[config.mk]
export PLATFORM = sky130hd
export DESIGN_NAME = generation_sequencer
export DESIGN_NICKNAME = d
export VERILOG_FILES = /design/src/rtl/generation_sequencer.sv
export SDC_FILE = /design/constraint.sdc
export NUM_CORES = 1
export LEC_CHECK = 0
export CORE_UTILIZATION = 40
export CTS_BUF_LIST = sky130_fd_sc_hd__clkbuf_4 sky130_fd_sc_hd__clkbuf_8 sky130_fd_sc_hd__clkbuf_16
export DETAILED_ROUTE_END_ITERATION = 8
export PLACE_DENSITY = 0.7
export SYNTH_ARGS = -nofsm -noshare
export SYNTH_HDL_FRONTEND = slang
export SYNTH_SLANG_ARGS = --single-unit
[constraint.sdc]
create_clock -name clk -period 8.37 [get_ports clk]
set_input_delay 0.837 -clock clk [delete_from_list [all_inputs] [get_ports clk]]
set_output_delay 0.837 -clock clk [all_outputs]
set_load 0.05 [all_outputs]
[src/rtl/generation_sequencer.sv]
// Genetic-algorithm generation scheduler: evaluate, sort, latch ranks, then stream
// (parent A, parent B, child) breeding commands until the generation limit or run drop.
module generation_sequencer #(
  parameter int POP_SIZE = 50,
  parameter int IDX_W    = 6,
  parameter int ELITE    = 8,
  parameter int GEN_MAX  = 255
) (
  input  logic                      clk,
  input  logic                      rst_n,
  input  logic                      run,
  output logic                      eval_start,
  input  logic                      eval_done,
  output logic                      sort_start,
  input  logic                      sort_done,
  input  logic [POP_SIZE*IDX_W-1:0] sorted_in,
  output logic                      breed_valid,
  input  logic                      breed_ready,
  output logic [IDX_W-1:0]          parent_a_idx,
  output logic [IDX_W-1:0]          parent_b_idx,
  output logic [IDX_W-1:0]          child_idx,
  output logic [7:0]                gen_count,
  output logic                      busy,
  output logic                      done
);

  typedef enum logic [2:0] {
    IDLE,
    EVAL,
    SORT,
    LATCH,
    BREED,
    NEXT,
    DONE
  } state_t;

  localparam logic [IDX_W-1:0] ONE     = IDX_W'(1);
  localparam logic [IDX_W-1:0] ELITE_L = IDX_W'(ELITE);
  localparam logic [IDX_W-1:0] LAST_J  = IDX_W'(POP_SIZE - ELITE - 1);
  localparam logic [7:0]       GEN_LIM = 8'(GEN_MAX);

  function automatic logic [IDX_W-1:0] pick(input logic [POP_SIZE*IDX_W-1:0] v,
                                            input logic [IDX_W-1:0]          r);
    return v[IDX_W*int'(r) +: IDX_W];
  endfunction

  state_t                    state_q, state_d;
  logic [POP_SIZE*IDX_W-1:0] rank_q, rank_d;
  logic [IDX_W-1:0]          a_q, a_d, b_q, b_d, j_q, j_d;
  logic [IDX_W-1:0]          a_nx, b_nx;
  logic [IDX_W-1:0]          pa_d, pb_d, ch_d;
  logic                      eval_start_d, sort_start_d, breed_valid_d;
  logic                      busy_d, done_d;
  logic [7:0]                gen_d, gen_inc;

  // Next ordered elite pair (a != b), a-major, b wrapping inside the elite set.
  always_comb begin
    a_nx = a_q;
    b_nx = b_q + ONE;
    if (b_nx == a_q) begin
      b_nx = b_nx + ONE;
    end
    if (b_nx >= ELITE_L) begin
      a_nx = (a_q == ELITE_L - ONE) ? '0 : a_q + ONE;
      b_nx = (a_nx == '0) ? ONE : '0;
    end
  end

  always_comb begin
    state_d       = state_q;
    rank_d        = rank_q;
    a_d           = a_q;
    b_d           = b_q;
    j_d           = j_q;
    eval_start_d  = 1'b0;
    sort_start_d  = 1'b0;
    breed_valid_d = breed_valid;
    pa_d          = parent_a_idx;
    pb_d          = parent_b_idx;
    ch_d          = child_idx;
    gen_d         = gen_count;
    gen_inc       = gen_count + 8'd1;

    case (state_q)
      IDLE: begin
        if (run) begin
          gen_d        = '0;
          state_d      = EVAL;
          eval_start_d = 1'b1;
        end
      end
      // The start pulse is high only in the first cycle, so it masks a stale done.
      EVAL: begin
        if (!eval_start && eval_done) begin
          state_d      = SORT;
          sort_start_d = 1'b1;
        end
      end
      SORT: begin
        if (!sort_start && sort_done) begin
          state_d = LATCH;
        end
      end
      LATCH: begin
        rank_d        = sorted_in;
        a_d           = '0;
        b_d           = ONE;
        j_d           = '0;
        pa_d          = pick(sorted_in, '0);
        pb_d          = pick(sorted_in, ONE);
        ch_d          = pick(sorted_in, ELITE_L);
        breed_valid_d = 1'b1;
        state_d       = BREED;
      end
      BREED: begin
        if (breed_valid && breed_ready) begin
          if (j_q == LAST_J) begin
            breed_valid_d = 1'b0;
            state_d       = NEXT;
          end else begin
            a_d  = a_nx;
            b_d  = b_nx;
            j_d  = j_q + ONE;
            pa_d = pick(rank_q, a_nx);
            pb_d = pick(rank_q, b_nx);
            ch_d = pick(rank_q, ELITE_L + j_q + ONE);
          end
        end
      end
      NEXT: begin
        gen_d = gen_inc;
        if (gen_inc == GEN_LIM || !run) begin
          state_d = DONE;
        end else begin
          state_d      = EVAL;
          eval_start_d = 1'b1;
        end
      end
      DONE: begin
        if (!run) begin
          state_d = IDLE;
        end
      end
      default: state_d = IDLE;
    endcase

    busy_d = (state_d != IDLE) && (state_d != DONE);
    done_d = (state_d == DONE);
  end

  always_ff @(posedge clk or negedge rst_n) begin
    if (!rst_n) begin
      state_q      <= IDLE;
      rank_q       <= '0;
      a_q          <= '0;
      b_q          <= '0;
      j_q          <= '0;
      eval_start   <= 1'b0;
      sort_start   <= 1'b0;
      breed_valid  <= 1'b0;
      parent_a_idx <= '0;
      parent_b_idx <= '0;
      child_idx    <= '0;
      gen_count    <= '0;
      busy         <= 1'b0;
      done         <= 1'b0;
    end else begin
      state_q      <= state_d;
      rank_q       <= rank_d;
      a_q          <= a_d;
      b_q          <= b_d;
      j_q          <= j_d;
      eval_start   <= eval_start_d;
      sort_start   <= sort_start_d;
      breed_valid  <= breed_valid_d;
      parent_a_idx <= pa_d;
      parent_b_idx <= pb_d;
      child_idx    <= ch_d;
      gen_count    <= gen_d;
      busy         <= busy_d;
      done         <= done_d;
    end
  end

endmodule

=== Word-level counts from Yosys, hierarchy flattened ===
Index checks and enable logic that the tools add are counted.

* Add/subtract/negate cells: 7
* Multipliers: 3
* Magnitude comparators: 1
* Eq/ne operators: 16
* Shift-type cells: 3
* Mux-type cells: 41
* Reductions and logical operators: 16

{| class="wikitable"
|+ Operators with widths
! kind !! number
|-
| $shiftx 300x10->6 || 3
|-
| $mux 6 || 16
|-
| $pmux 6 s2 || 6
|-
| $add 6x1->6 const B || 5
|-
| $mul 2x6->8 const A || 3
|-
| $mux 3 || 7
|-
| $pmux 3 s7 || 1
|-
| $pmux 8 s2 || 1
|-
| $eq 3x3->1 const B || 4
|-
| $add 8x1->8 const B || 1
|-
| $eq 8x8->1 const B || 1
|-
| $mux 8 || 1
|-
| $ne 2x2->1 const B || 4
|-
| $mux 1 || 7
|-
| $add 4x6->6 const A || 1
|-
| $eq 3x2->1 const B || 2
|-
| $eq 6x3->1 const B || 1
|-
| $eq 6x6->1 || 1
|-
| $eq 6x6->1 const B || 1
|-
| $ge 6x4->1 const B || 1
|-
| $logic_not 6->1 || 1
|-
| $reduce_and 3->1 || 2
|-
| $logic_and 1x1->1 || 4
|-
| $pmux 1 s2 || 2
|-
| other kinds (8) || 11
|}

* Register bits: 352
* Input bits: 306
* Output and inout port bits: 31
* Logic and storage cells: 101

=== Longest topological paths before layout ===
* Depth in word-level cells: 10
* Mapped depth: 17
* Gate-level depth less buffers: 13

=== Worst setup path after synthesis ===
Ideal clock, no wire load.

* Path kind: reg2reg
* Start point: register b_q[0]
* End point: register parent_a_idx[1]
* Setup time: 0.120 ns
* Arrival time: 3.492 ns
* Required time: 8.250 ns
* Setup slack: 4.758 ns
* Cell stages (with the launch flop): 15
* Path buffers: 2
* Period minus slack after synthesis: 3.612 ns
* Cells stage by stage: dfrtp_1 > inv_1 > ha_1 > nor2_1 > nand4_1 > a211o_1 > o211ai_1 > a21o_1 > buf_6 > mux2i_4 > buf_6 > mux4_2 > a221oi_2 > nand3_1 > and4_1

* Cells in the longest elaborated chain, start to end: 10
* Elaborated cells on any way between the ends: 11
* Classes of those cells: 2 x add/sub; 1 x mul; 1 x order compare; 1 x eq/ne; 1 x shift; 5 x mux

{| class="wikitable"
|+ Ends and longest elaborated chain
! what !! line !! RTL
|-
| from (decl) || 49 || <nowiki>logic [IDX_W-1:0] a_q, a_d, b_q, b_d, j_q, j_d;</nowiki>
|-
| from (signal assigned) || 156 || <nowiki>b_q <= '0;</nowiki>
|-
| from (signal assigned) || 171 || <nowiki>b_q <= b_d;</nowiki>
|-
| $add 6x1->6 * || 59 || <nowiki>b_nx = b_q + ONE;</nowiki>
|-
| $add 6x1->6 or $eq 6x6->1 (tied branches) || 61, 60 ||
|-
| $mux 6 * || 60 || <nowiki>if (b_nx == a_q) begin</nowiki>
|-
| $ge 6x4->1 * || 63 || <nowiki>if (b_nx >= ELITE_L) begin</nowiki>
|-
| $mux 6 * || 63 ||
|-
| $mul 2x6->8 * || 44 || <nowiki>return v[IDX_W*int'(r) +: IDX_W];</nowiki>
|-
| $shiftx 300x10->6 * || 44 ||
|-
| $mux 6 * || 117 || <nowiki>if (j_q == LAST_J) begin</nowiki>
|-
| $mux 6 * || 116 || <nowiki>if (breed_valid && breed_ready) begin</nowiki>
|-
| $pmux 6 s2 * || 84 || <nowiki>case (state_q)</nowiki>
|-
| to (signal assigned) || 176 || <nowiki>parent_a_idx <= pa_d;</nowiki>
|-
| to (decl) || 19 || <nowiki>output logic [IDX_W-1:0] parent_a_idx,</nowiki>
|}

Mark *: on every way between the ends. The rest lies on a longest branch, timed or not. The select of a mux whose other input is x is not followed.
A chain may end at the register's enable or synchronous reset.

=== Final worst setup path ===
* Start point: register b_q[0]
* End point: register parent_a_idx[4]

The elaborated chain is that of the path after synthesis.

==> out/results.ini <==
[yosys]
yosys_register_bits = 352
synth.cells.most_frequent = nand2_1, dfrtp_1, mux4_2
synthCells = 2211
top_area_cell_type_share_of_the_netlist_area_pct = 44.7
postSynthNetCount = 2524
synth_largest_area_cell = dfrtp_1
synth_area_um2 = 19700
synth_top_flop_cell = dfrtp_1
yosysUniqueCellTypes = 63
synth.top_cells.by_area = dfrtp_1, nand2_1, mux4_2, mux2i_1, nand3_1
yosysWarnings = 0
synth-seq-area-share_pct = 44.7
synth-async-reset-ratio_pct = 100
synth-edff-count = 0
post_synth.cell_area_avg_um2 = 8.92
post-synth-top-count-cell = nand2_1

[finish]
diodes = 0
fillerInstances = 4377
layout.cells.non_filler = 3149
final_layout_size_suffix_gt1_share_pct = 9.23
design_area_um2 = 24900
area_growth_syn_to_layout_pct = 26.1
num-nets-final = 2776

[worst_setup_path]
critical_path_class = flip-flop to flip-flop
path_common_cell = nand4_1
arrival_ps = 5960
startpoint_type = flip-flop
crit_fanout = 56
worst_path_dominant_cell_family = compound AO/OA/AOI/OAI gates
timing.critical_path.buf_inv = 2
delay_of_the_slowest_critical_path_stage_ps = 840
crit_slowest_cell = mux2_4
critical_path.cell_chain = inv_1, ha_1, nor2_1, nand4_1, a211o_1, o211ai_1, a21o_1, mux2_4, buf_4, mux4_2, nor2b_1, a21oi_1, nand4_1, o211a_1
cp_data_required_time_ps = 8830
setup.worst_path.end_class = flip-flop

[placement]
placement.io_buffers = 336
finalWeightedCongestion = 0.939
dpl-instance-area_um2 = 23500
post-place-ws_ps = 3010
dp_cells = 3077
dp.final_hpwl_um = 50300

[sta]
timing.fmax_mhz = 182
worst-slew-pin-transition_ps = 1210
worst_clock_skew_ps = 21.6
rsz0062_at_grt = false
fin_ws_ps = 2870
min_clock_period_post_route_ps = 5500
setup_tns_ps = 0
hold_viol = 0
final-setup-viol-count = 0
hold_slack_ps = 329
timing.final.max_slew_violations = 0
finalCritPeriodShare_pct = 65.7
maxSlewHeadroom_pct = 18.9

[clock_tree]
cts.reportedPaths.clkPinSlew_ps = 60
clock_insertion_delay_worst_skew_ps = 570
post_cts_resized = 0
cts.sink_count = 352
number_of_cts_inserted_buffers = 40
clockBufferDepth = 3
htree_levels = 2
postCtsHoldBufs = 0
post-cts-setup-buffer-count = 0
clock_tree.root_cell = clkbuf_16
tritoncts_clock_tree = built

[global_routing]
vias_in_the_first_global_route = 17748
grt_antenna_before_repair = 0
gr-usage-met2_pct = 42.0
grt_most_used_layer = met2
fraction_of_met3_tracks_used_by_global_routing_pct = 6.11
grt_usage_pct = 27.9
maximum_number_of_pins_on_one_net_before_global_route_repair = 111
grt_pass1_wl_um = 107000
grt_overflow_total = 0
groute.layer.met1.usage_pct = 39.1

[routing]
via_count = 18051
antenna_violating_nets_post_route = 0
detail_route.drc_violations = 0
finalWirelength_um = 69600
drt_iter0_drc = 2396
routed_wire_length_per_instance_um = 22.1
dr.pass1.iters = 7
viasPerCell = 5.73

[floorplan]
die_width_um = 224
chipHeight_um = 224
rows = 80
core-area_um2 = 48100
initial_standard_cell_utilization_of_the_core_pct = 40.9
dieArea_um2 = 50200
boundaryPins = 337

[power]
total_leakage_power_uw = 0.0114
power.ir.vdd_worst_mv = 0.162
power_density_nw_per_um2 = 370

[worst_hold_path]
worstHoldPathType = input pin to async pin

[job]
timing.max_cap.violations = 0

[outcome]
status = finished, final reports clean

-- metrics by stage --
step,total power (uW),util [%]
floorplan,5840,-
global placement,7200,48.8
detailed placement,7290,48.8
CTS,9160,51.6
global route,9700,51.6
finish,9210,51.6
-- placed cells by master (no fill, tap or decap), drive strengths merged, types with 13 or more instances in the layout --
cell type,Yosys,routed
a21oi,33,33
buf,44,22
clkbuf,103,56
clkdlybuf4s50,0,335
dfrtp,352,352
inv,12,13
mux2i,96,96
mux4,115,115
nand2,1070,1070
nand3,95,95
nand4,13,13
nor2,47,47
o21ai,30,30
o22ai,14,14
-- layer usage --
metal	up-vias	part of all wire, %	wire length (um)
li1	7991	-	-
met1	8880	42	29300
met2	1011	44	30600
met3	169	9.8	6800
met4	0	4.1	2840
met5	-	0	0
-- cell families after synthesis --
group	after synthesis	share of synthesized area, %
fa+ha+maj	7	0.444
buf+inv	159	3.43
flops	352	44.7
compound gates	168	5.85
simple gates	1286	26.2
mux	215	18.3
xor+xnor	24	1.07
-- path summary, 6_finish.rpt --
path,start,endpoint,slack [ps],depth (start not counted)
setup / recovery,b_q[0]$_DFFE_PN0P_,parent_a_idx[4]$_DFFE_PN0P_,2870,14
max in group asynchronous,rst_n,rank_q[59]$_DFFE_PN0P_,6000,3
setup reg to reg,b_q[0]$_DFFE_PN0P_,parent_a_idx[4]$_DFFE_PN0P_,2870,14
hold reg to reg,rank_q[231]$_DFFE_PN0P_,rank_q[231]$_DFFE_PN0P_,500,2
hold / removal,rst_n,rank_q[192]$_DFFE_PN0P_,330,1
min in group clk,rank_q[231]$_DFFE_PN0P_,rank_q[231]$_DFFE_PN0P_,500,2
-- power by group --
group          switching [uW]  total (uW)  internal, uW  leakage [uW]
Sequential                924        3430          2510       0.00431
Clock                     741        1820          1080      0.000676
Combinational            2130        3960          1820       0.00646
Total                    3800        9210          5410        0.0114
-- layout make-up --
type,count,area [um2],share of cell area [%]
Clock buffer,56,1180,4.74
Clock inverter,16,189,0.760
Inverter,12,45.0,0.181
Multi-Input combinational cell,1700,10300,41.3
Sequential cell,352,8810,35.4
Tap cell,656,821,3.30
Timing Repair Buffer,357,3540,14.2
-- state kept, by name, summed over array words and instances, names as in the netlist, 3 cells and up --
signal,flops
parent_b_idx,6
child_idx,6
a_q,6
parent_a_idx,6
gen_count,8
state_q,3
b_q,6
rank_q,300
j_q,6
(Power assumes the default switching activity.)
